## src/rtl/seq_mult_pkg.sv

```systemverilog
// ============================================================================
// seq_mult_pkg : shared ALU constants for the sequential multiplier
// Rev 1.0
// ============================================================================
`default_nettype none

package seq_mult_pkg;

  localparam int DEFAULT_WIDTH = 32;

  typedef logic [1:0] state_t;

  localparam state_t IDLE = 2'b00;
  localparam state_t RUN  = 2'b01;
  localparam state_t DONE = 2'b10;

endpackage

`default_nettype wire

```

## src/rtl/seq_mult_rca_w.sv

```systemverilog
// ============================================================================
// full_adder / rca_w : one-bit full-adder cell and the WIDTH-bit ripple chain
// Rev 1.0
// ============================================================================
`default_nettype none

module full_adder (
  input  logic a,
  input  logic b,
  input  logic cin,
  output logic s,
  output logic cout
);

  assign s    = a ^ b ^ cin;
  assign cout = (a & b) | (cin & (a ^ b));

endmodule

module rca_w #(
  parameter int WIDTH = 32
) (
  input  logic [WIDTH-1:0] a,
  input  logic [WIDTH-1:0] b,
  input  logic             cin,
  output logic [WIDTH-1:0] s,
  output logic             cout
);

  logic [WIDTH:0] w_carry;

  assign w_carry[0] = cin;
  assign cout       = w_carry[WIDTH];

  for (genvar i = 0; i < WIDTH; i++) begin : g_fa
    full_adder u_fa (
      .a    (a[i]),
      .b    (b[i]),
      .cin  (w_carry[i]),
      .s    (s[i]),
      .cout (w_carry[i+1])
    );
  end

endmodule

`default_nettype wire

```

## src/rtl/seq_mult.sv

```systemverilog
// ============================================================================
// seq_mult : unsigned shift-add multiplier, one partial product per clock
// Rev 1.0
// ============================================================================
`default_nettype none

module seq_mult
  import seq_mult_pkg::*;
#(
  parameter int WIDTH = DEFAULT_WIDTH,
  parameter int CNT_W = $clog2(WIDTH)
) (
  input  logic               clk,
  input  logic               rst_n,
  input  logic               start,
  input  logic [WIDTH-1:0]   a,
  input  logic [WIDTH-1:0]   b,
  output logic               busy,
  output logic               done,
  output logic [2*WIDTH-1:0] product
);

  localparam logic [CNT_W-1:0] C_LAST = CNT_W'(WIDTH - 1);

  state_t             r_state;
  state_t             w_next_state;
  logic [WIDTH-1:0]   r_mcand;
  logic [2*WIDTH-1:0] r_acc;
  logic [CNT_W-1:0]   r_cnt;

  logic [WIDTH-1:0]   w_addend;
  logic [WIDTH-1:0]   w_sum;
  logic               w_cout;
  logic               w_accept;

  // Operands are only taken when not iterating; start during RUN is ignored.
  assign w_accept = start && ((r_state == IDLE) || (r_state == DONE));
  assign w_addend = r_acc[0] ? r_mcand : '0;
  assign product  = r_acc;

  rca_w #(.WIDTH(WIDTH)) u_rca (
    .a    (r_acc[2*WIDTH-1:WIDTH]),
    .b    (w_addend),
    .cin  (1'b0),
    .s    (w_sum),
    .cout (w_cout)
  );

  always_ff @(posedge clk or negedge rst_n) begin
    if (!rst_n) begin
      r_state <= IDLE;
    end else begin
      r_state <= w_next_state;
    end
  end

  always_comb begin
    w_next_state = r_state;
    case (r_state)
      IDLE:    w_next_state = start ? RUN : IDLE;
      RUN:     w_next_state = (r_cnt == C_LAST) ? DONE : RUN;
      DONE:    w_next_state = start ? RUN : IDLE;
      default: w_next_state = IDLE;
    endcase
  end

  always_comb begin
    busy = (r_state == RUN);
    done = (r_state == DONE);
  end

  // The adder carry-out becomes the new MSB so no product bit is ever lost.
  always_ff @(posedge clk or negedge rst_n) begin
    if (!rst_n) begin
      r_mcand <= '0;
      r_acc   <= '0;
      r_cnt   <= '0;
    end else if (w_accept) begin
      r_mcand <= a;
      r_acc   <= {{WIDTH{1'b0}}, b};
      r_cnt   <= '0;
    end else if (r_state == RUN) begin
      r_acc   <= {w_cout, w_sum, r_acc[WIDTH-1:1]};
      r_cnt   <= r_cnt + 1'b1;
    end
  end

endmodule

`default_nettype wire

```

## config.mk

```make
export PLATFORM = sky130hd
export DESIGN_NAME = seq_mult
export DESIGN_NICKNAME = d
export VERILOG_FILES = /design/src/rtl/seq_mult_pkg.sv /design/src/rtl/seq_mult_rca_w.sv /design/src/rtl/seq_mult.sv
export SDC_FILE = /design/constraint.sdc
export NUM_CORES = 1
export LEC_CHECK = 0
export CORE_MARGIN = 3
export CORE_UTILIZATION = 45
export CTS_CLUSTER_DIAMETER = 120
export DETAILED_ROUTE_END_ITERATION = 10
export GPL_TIMING_DRIVEN = 0
export PLACE_DENSITY = 0.86
export SETUP_SLACK_MARGIN = 0.15
export SLEW_MARGIN = 20
export SYNTH_ARGS = -nofsm -noshare
export SYNTH_HDL_FRONTEND = slang
export SYNTH_HIERARCHICAL = 1
export SYNTH_SLANG_ARGS = --single-unit
```

## constraint.sdc

```tcl
create_clock -name clk -period 41.2 [get_ports clk]
set_input_delay 8.24 -clock clk [delete_from_list [all_inputs] [get_ports clk]]
set_output_delay 8.24 -clock clk [all_outputs]
set_load 0.005 [all_outputs]
```

==> flow_metrics.py, run 1 <==
metrics = {
    "run_status": {
        "outcome": "completed",
    },
    "global_routing": {
        "gr-total-overflow": 0,
        "grt_first_pass_wirelength_mm": 20.3,
        "grt_max_degree": 78,
        "grtUsageTotal": 0.203,
        "grt_pass1_vias": 4033,
        "grt_antenna_before_repair": 0,
    },
    "layout": {
        "design_area_um2": 6690,
        "drive_gt1_frac": 0.0756,
        "num_antenna_cells": 0,
        "areaGrowthSynthToFinish_pct": 34.0,
        "fin_nets": 718,
    },
    "detailed_routing": {
        "drt-initial-drc-count": 283,
        "ant_nets": 0,
        "remaining_drc_errors": 0,
        "dr.pass1.iters": 4,
        "vias": 3905,
        "vias_per_cell": 5.15,
        "routed_wl_mm": 12.1,
        "wl_per_cell_um": 16.0,
    },
    "hold_path": {
        "hold_path_depth": 2,
        "hold-path-endpoint": "r_mcand[28]",
        "hp-start": "r_mcand[28]",
        "min_path_type": "register to register",
    },
    "logic_synthesis": {
        "yosys-top-cells-count": "nand2_1 (158), dfrtp_1 (103), a22o_1 (34)",
        "ys_types": 29,
        "synth_area_um2": 4990,
        "synth_area_leaders": "dfrtp_1 (52%), fa_1 (13%), nand2_1 (12%)",
        "synth_top_area_share": 0.516,
        "syn_nets": 574,
        "avgSynthCellArea_um2": 10.6,
        "synth_ff_type": "dfrtp_1",
        "yosys_warnings": 6,
        "synth_edf_count": 0,
        "synth_most_common_cell": "nand2_1",
        "synth.ff_latch_count": 103,
        "yosys.area.top_type": "dfrtp_1",
        "seq_area_frac_synth": 0.516,
        "synth-async-reset-ratio": 1.00,
        "syn_inst": 473,
    },
    "power": {
        "p_leak_uw": 0.00311,
        "power_frac_seq": 0.368,
        "switching_share": 0.374,
        "power.internal_uw": 335,
        "irDropWorstVdd_mv": 0.0316,
        "p_clk_frac": 0.110,
        "p_switching_uw": 200,
        "pwr-share-comb": 0.521,
        "p_per_area_nw_per_um2": 80.0,
    },
    "setup_path": {
        "crit_required_ns": 41.44,
        "slowest_stage": "dfrtp_1",
        "r2r-end": "product[62]",
        "reg2reg_depth": 34,
        "worstSetupStartpointType": "register",
        "crit_fanout": 7,
        "r2r_start": "product[0]",
        "cp-end-kind": "register",
        "path_class": "register to register",
        "arrival_ns": 14.01,
        "regToRegSetupSlack_ns": 27.44,
        "critPathMaxStageDelay_ns": 0.49,
        "crit_top_cell": "fa_1",
    },
    "clocking": {
        "worstSkewPairLatency_ns": 0.37,
        "tritoncts": "built",
        "post_cts.repair.setup_buffers": 0,
        "clk_pin_slew_ns": 0.10,
        "htree_levels": 3,
        "cts.path.max_buffers": 2,
        "cts_sinks": 103,
        "cts_resized": 0,
        "hold_buffers": 0,
        "numCtsBuffers": 9,
        "clock-root-buffer": "clkbuf_8",
    },
    "timing": {
        "final-hold-violation-count": 0,
        "rsz0062_at_grt": "false",
        "setup_violations": 0,
        "fin_tns_setup_ns": 0,
        "period_share": 0.334,
        "finalCriticalPeriod_ns": 13.76,
        "finalMaxSlewViolations": 0,
        "skew_ns": 0.0191,
        "max_slew_margin": 0.623,
        "worst_slew_pin_slew_ns": 0.566,
        "fmax_ghz": 0.0727,
    },
    "placement": {
        "port_buffers": 132,
        "globalplace.congestion": 0.813,
        "dp_hpwl_mm": 9.18,
        "place_area_um2": 6510,
    },
    "die": {
        "num_rows": 37,
        "initial_utilization": 0.473,
        "die_area_um2": 12400,
        "coreArea_um2": 10600,
        "num_io_pins": 133,
        "die_h_um": 111,
        "fp.dieW_um": 111,
    },
    "job": {
        "drv_cap": 0,
    },
}
layer usage:
| metal | GRT usage | wire (um) | up-vias |
|---|---|---|---|
| li1 | - | - | 1838 |
| met1 | 0.273 | 5300 | 1928 |
| met2 | 0.339 | 5950 | 123 |
| met3 | 0.0446 | 643 | 16 |
| met4 | 0.0511 | 208 | 0 |
| met5 | 0 | 0 | - |
placed cells by master, fill, tap and decap left out, types with 2 or more instances in the layout:
master and n:
fa_1 32, ha_1 2, a22o_1 34, nand2_1 158, buf_4 7, clkdlybuf4s50_1 131
inv_6 2, clkbuf_8 9, nand3_1 2, a31oi_1 29, clkinv_4 2, clkbuf_1 7
and2_1 33, a22oi_1 2, buf_6 3, mux2i_1 2, nand2b_1 2, buf_2 15
dfrtp_1 103, nor2_1 31
kinds of logic after synthesis:
group,after synthesis,share of synthesized area
AO/OA/AOI/OAI,67,0.101
other,1,0.000751
multiplexers,3,0.00626
buffers and inverters,32,0.0408
AND/OR/NAND/NOR,232,0.200
flip-flops,103,0.516
adder cells (fa/ha/maj),34,0.133
XOR/XNOR,1,0.00175
how the worst max path moves through the flow:
stage | from | endpoint | cells past startpoint
5_1_grt | product[0] | product[62] | 34
2_1_floorplan | product[0] | product[62] | 34
3_3_place_gp | product[0] | product[62] | 34
6_report | product[0] | product[62] | 34
3_5_place_dp | product[0] | product[62] | 34
4_1_cts | product[0] | product[62] | 34
power by group through the flow:
stage	registers (uW)	logic (uW)	clock network [uW]
2_1_floorplan	193	166	0
3_3_place_gp	197	266	0
5_1_grt	206	314	65.0
3_5_place_dp	199	282	0
6_report	197	279	59.1
4_1_cts	198	283	60.7
cell type report:
class / count / area (um2)
fillers: 842 / 3860
flip-flops and latches: 103 / 2580
multi-input cells: 338 / 2210
repair buffers: 133 / 1350
plain buffers: 31 / 188
well taps: 136 / 170
clock buffers: 10 / 128
clock inverters: 6 / 51.3
inverters: 1 / 16.3
worst max-delay path: cells and delay by family, from the launching register on:
kind	cells	cell delay, ns
AO/OA/AOI/OAI	1	0.22
adder cells (fa/ha/maj)	32	12.74
AND/OR/NAND/NOR	1	0.20
flip-flops	1	0.49
stage by stage:
step	setup WS (ns)	util	cells	power [uW]	hold slack (ns)
after CTS	27.43	0.634	758	542	0.479
after global placement	27.64	0.614	741	463	0.451
after floorplan	28.10	-	473	358	0.437
after detailed placement	27.48	0.617	742	481	0.457
after global routing	27.02	0.634	758	585	0.495
final	27.44	0.634	758	535	0.476
sequential cells by signal (all words and copies together), names as in the netlist:
| signal | flops |
|---|---|
| r_cnt | 5 |
| r_mcand | 32 |
| r_state | 2 |
| product | 64 |
No activity file was read; power rests on OpenSTA's default activity.
==> run 2, diff against run 1 <==
Settings changed: CORE_UTILIZATION 45 to 44, PLACE_DENSITY 0.86 to 0.88.
Clock period 41.2 ns to 11.6 ns, I/O delays scaled along.
==> flow_metrics.py, run 2 (same netlist as run 1, synthesis figures left out) <==
metrics = {
    "setup_path": {
        "crit_fanout": 2,
        "path_class": "register to register",
        "crit_required_ns": 11.83,
        "r2r-end": "product[62]",
        "slowest_stage": "dfrtp_2",
        "cp-end-kind": "register",
        "arrival_ns": 12.44,
        "regToRegSetupSlack_ns": -0.60,
        "worstSetupStartpointType": "register",
        "crit_top_cell": "fa_2",
        "r2r_start": "product[0]",
        "reg2reg_depth": 34,
        "critPathMaxStageDelay_ns": 0.42,
    },
    "layout": {
        "multiInputGateArea_um2": 2290,
        "largest_register_ffs": 64,
        "final_cell_mix": "nand2_1 (158), clkdlybuf4s50_1 (131), dfrtp_1 (102)",
        "fin_util": 0.631,
        "final_common_cell": "nand2_1",
        "n_fill_cell": 878,
        "areaGrowthSynthToFinish_pct": 38.7,
        "fin_nets": 721,
        "design_area_um2": 6930,
        "fin_cells": 765,
        "seq_area_um2": 2580,
        "num_antenna_cells": 0,
        "drive_gt1_frac": 0.134,
    },
    "detailed_routing": {
        "vias": 3973,
        "dr.pass1.iters": 5,
        "routed_wl_mm": 12.4,
        "vias_per_cell": 5.19,
        "drt-initial-drc-count": 379,
        "ant_nets": 0,
        "remaining_drc_errors": 0,
        "wl_per_cell_um": 16.2,
    },
    "clocking": {
        "htree_levels": 3,
        "worstSkewPairLatency_ns": 0.34,
        "clock-root-buffer": "clkbuf_16",
        "clk_pin_slew_ns": 0.07,
        "cts.path.max_buffers": 2,
        "numCtsBuffers": 9,
        "tritoncts": "built",
        "cts_sinks": 103,
    },
    "timing": {
        "whs_ns": 0.464,
        "rsz0062_at_grt": "true",
        "finalCriticalPeriod_ns": 12.20,
        "final-hold-violation-count": 0,
        "skew_ns": 0.00904,
        "max_slew_margin": 0.628,
        "period_share": 1.05,
        "setup_violations": 3,
        "worst_slew_pin_slew_ns": 0.558,
        "setup_ws_ns": -0.605,
        "fmax_ghz": 0.0819,
        "finalMaxSlewViolations": 0,
    },
    "placement": {
        "dp_slack_ns": -0.692,
        "globalplace.congestion": 0.828,
        "dp_hpwl_mm": 9.28,
        "dp_cells": 746,
        "port_buffers": 132,
        "place_area_um2": 6600,
    },
    "die": {
        "num_rows": 38,
        "fp.dieW_um": 113,
        "initial_utilization": 0.455,
        "num_io_pins": 133,
        "die_area_um2": 12700,
        "die_h_um": 113,
        "coreArea_um2": 11000,
    },
    "global_routing": {
        "grt_max_degree": 79,
        "gr-total-overflow": 0,
        "grt_first_pass_wirelength_mm": 20.8,
        "grt_antenna_before_repair": 0,
        "grt_pass1_vias": 4237,
        "grtUsageTotal": 0.205,
    },
    "job": {
        "drv_cap": 0,
    },
    "hold_path": {
        "hold-path-endpoint": "r_mcand[18]",
        "hp-start": "r_mcand[18]",
        "hold_path_depth": 2,
        "min_path_type": "register to register",
    },
    "power": {
        "p_per_area_nw_per_um2": 295,
        "irDropWorstVdd_mv": 0.125,
        "p_leak_uw": 0.00312,
    },
    "run_status": {
        "outcome": "finished with violations",
        "violations": "setup timing",
    },
}
==> run 2: changes by cell type in the layout (fill, tap and decap cells not counted), sizes merged <==
cell	delta
inv	-3
buf	+3
clkinvlp	+3
clkbuf	+1
bufinv	+1
clkinv	-2
==> run 2: repair_timing <==
| item | 4_1_cts | 5_1_grt |
|---|---|---|
| hold buffers | 0 | 0 |
| setup buffers | 2 | 1 |
| setup endpoints to repair | 4 | 4 |
| gates resized for setup | 1 | 0 |
==> run 2: power breakdown <==
group / internal (uW) / switching, uW / leakage, uW
clock network: 173 / 132 / 0.000138
registers: 550 / 155 / 0.00125
logic: 585 / 451 / 0.00173
==> run 2: stage by stage <==
stage | setup TNS (ns) | power (uW)
detailed placement | -1.67 | 1750
finish | -1.37 | 2050
floorplan | -0.405 | 1300
CTS | -1.36 | 2060
global route | -1.97 | 2220
global placement | -1.35 | 1670
==> run 2: layout make-up <==
cell class	count	area share
flip-flops and latches	103	0.372
multi-input cells	338	0.331
repair buffers	136	0.198
clock buffers	11	0.0350
plain buffers	31	0.0271
well taps	140	0.0253
clock inverters	5	0.00831
inverters	1	0.00235
==> run 2: worst max-delay path by stage <==
stage	cells after the start	endpoint	startpoint
after floorplan	34	product[62]	product[0]
after global placement	34	product[62]	product[0]
after detailed placement	34	product[62]	product[0]
after CTS	34	product[62]	product[0]
after global routing	34	product[62]	product[0]
final	34	product[62]	product[0]
==> run 2: layer usage <==
| metal | vias up | global-route usage | wire, um |
|---|---|---|---|
| met4 | 0 | 0.0745 | 296 |
| li1 | 1845 | - | - |
| met5 | - | 0 | 0 |
| met3 | 29 | 0.0377 | 650 |
| met1 | 1965 | 0.270 | 5330 |
| met2 | 134 | 0.342 | 6140 |
==> run 2: critical path: cells and delay by family, from the launching register on <==
| kind | cells | cell delay [ns] |
|---|---|---|
| AOI/OAI and AO/OA | 1 | 0.21 |
| adders and majority gates | 32 | 11.31 |
| DFF | 1 | 0.42 |
| and+or+nand+nor | 1 | 0.15 |
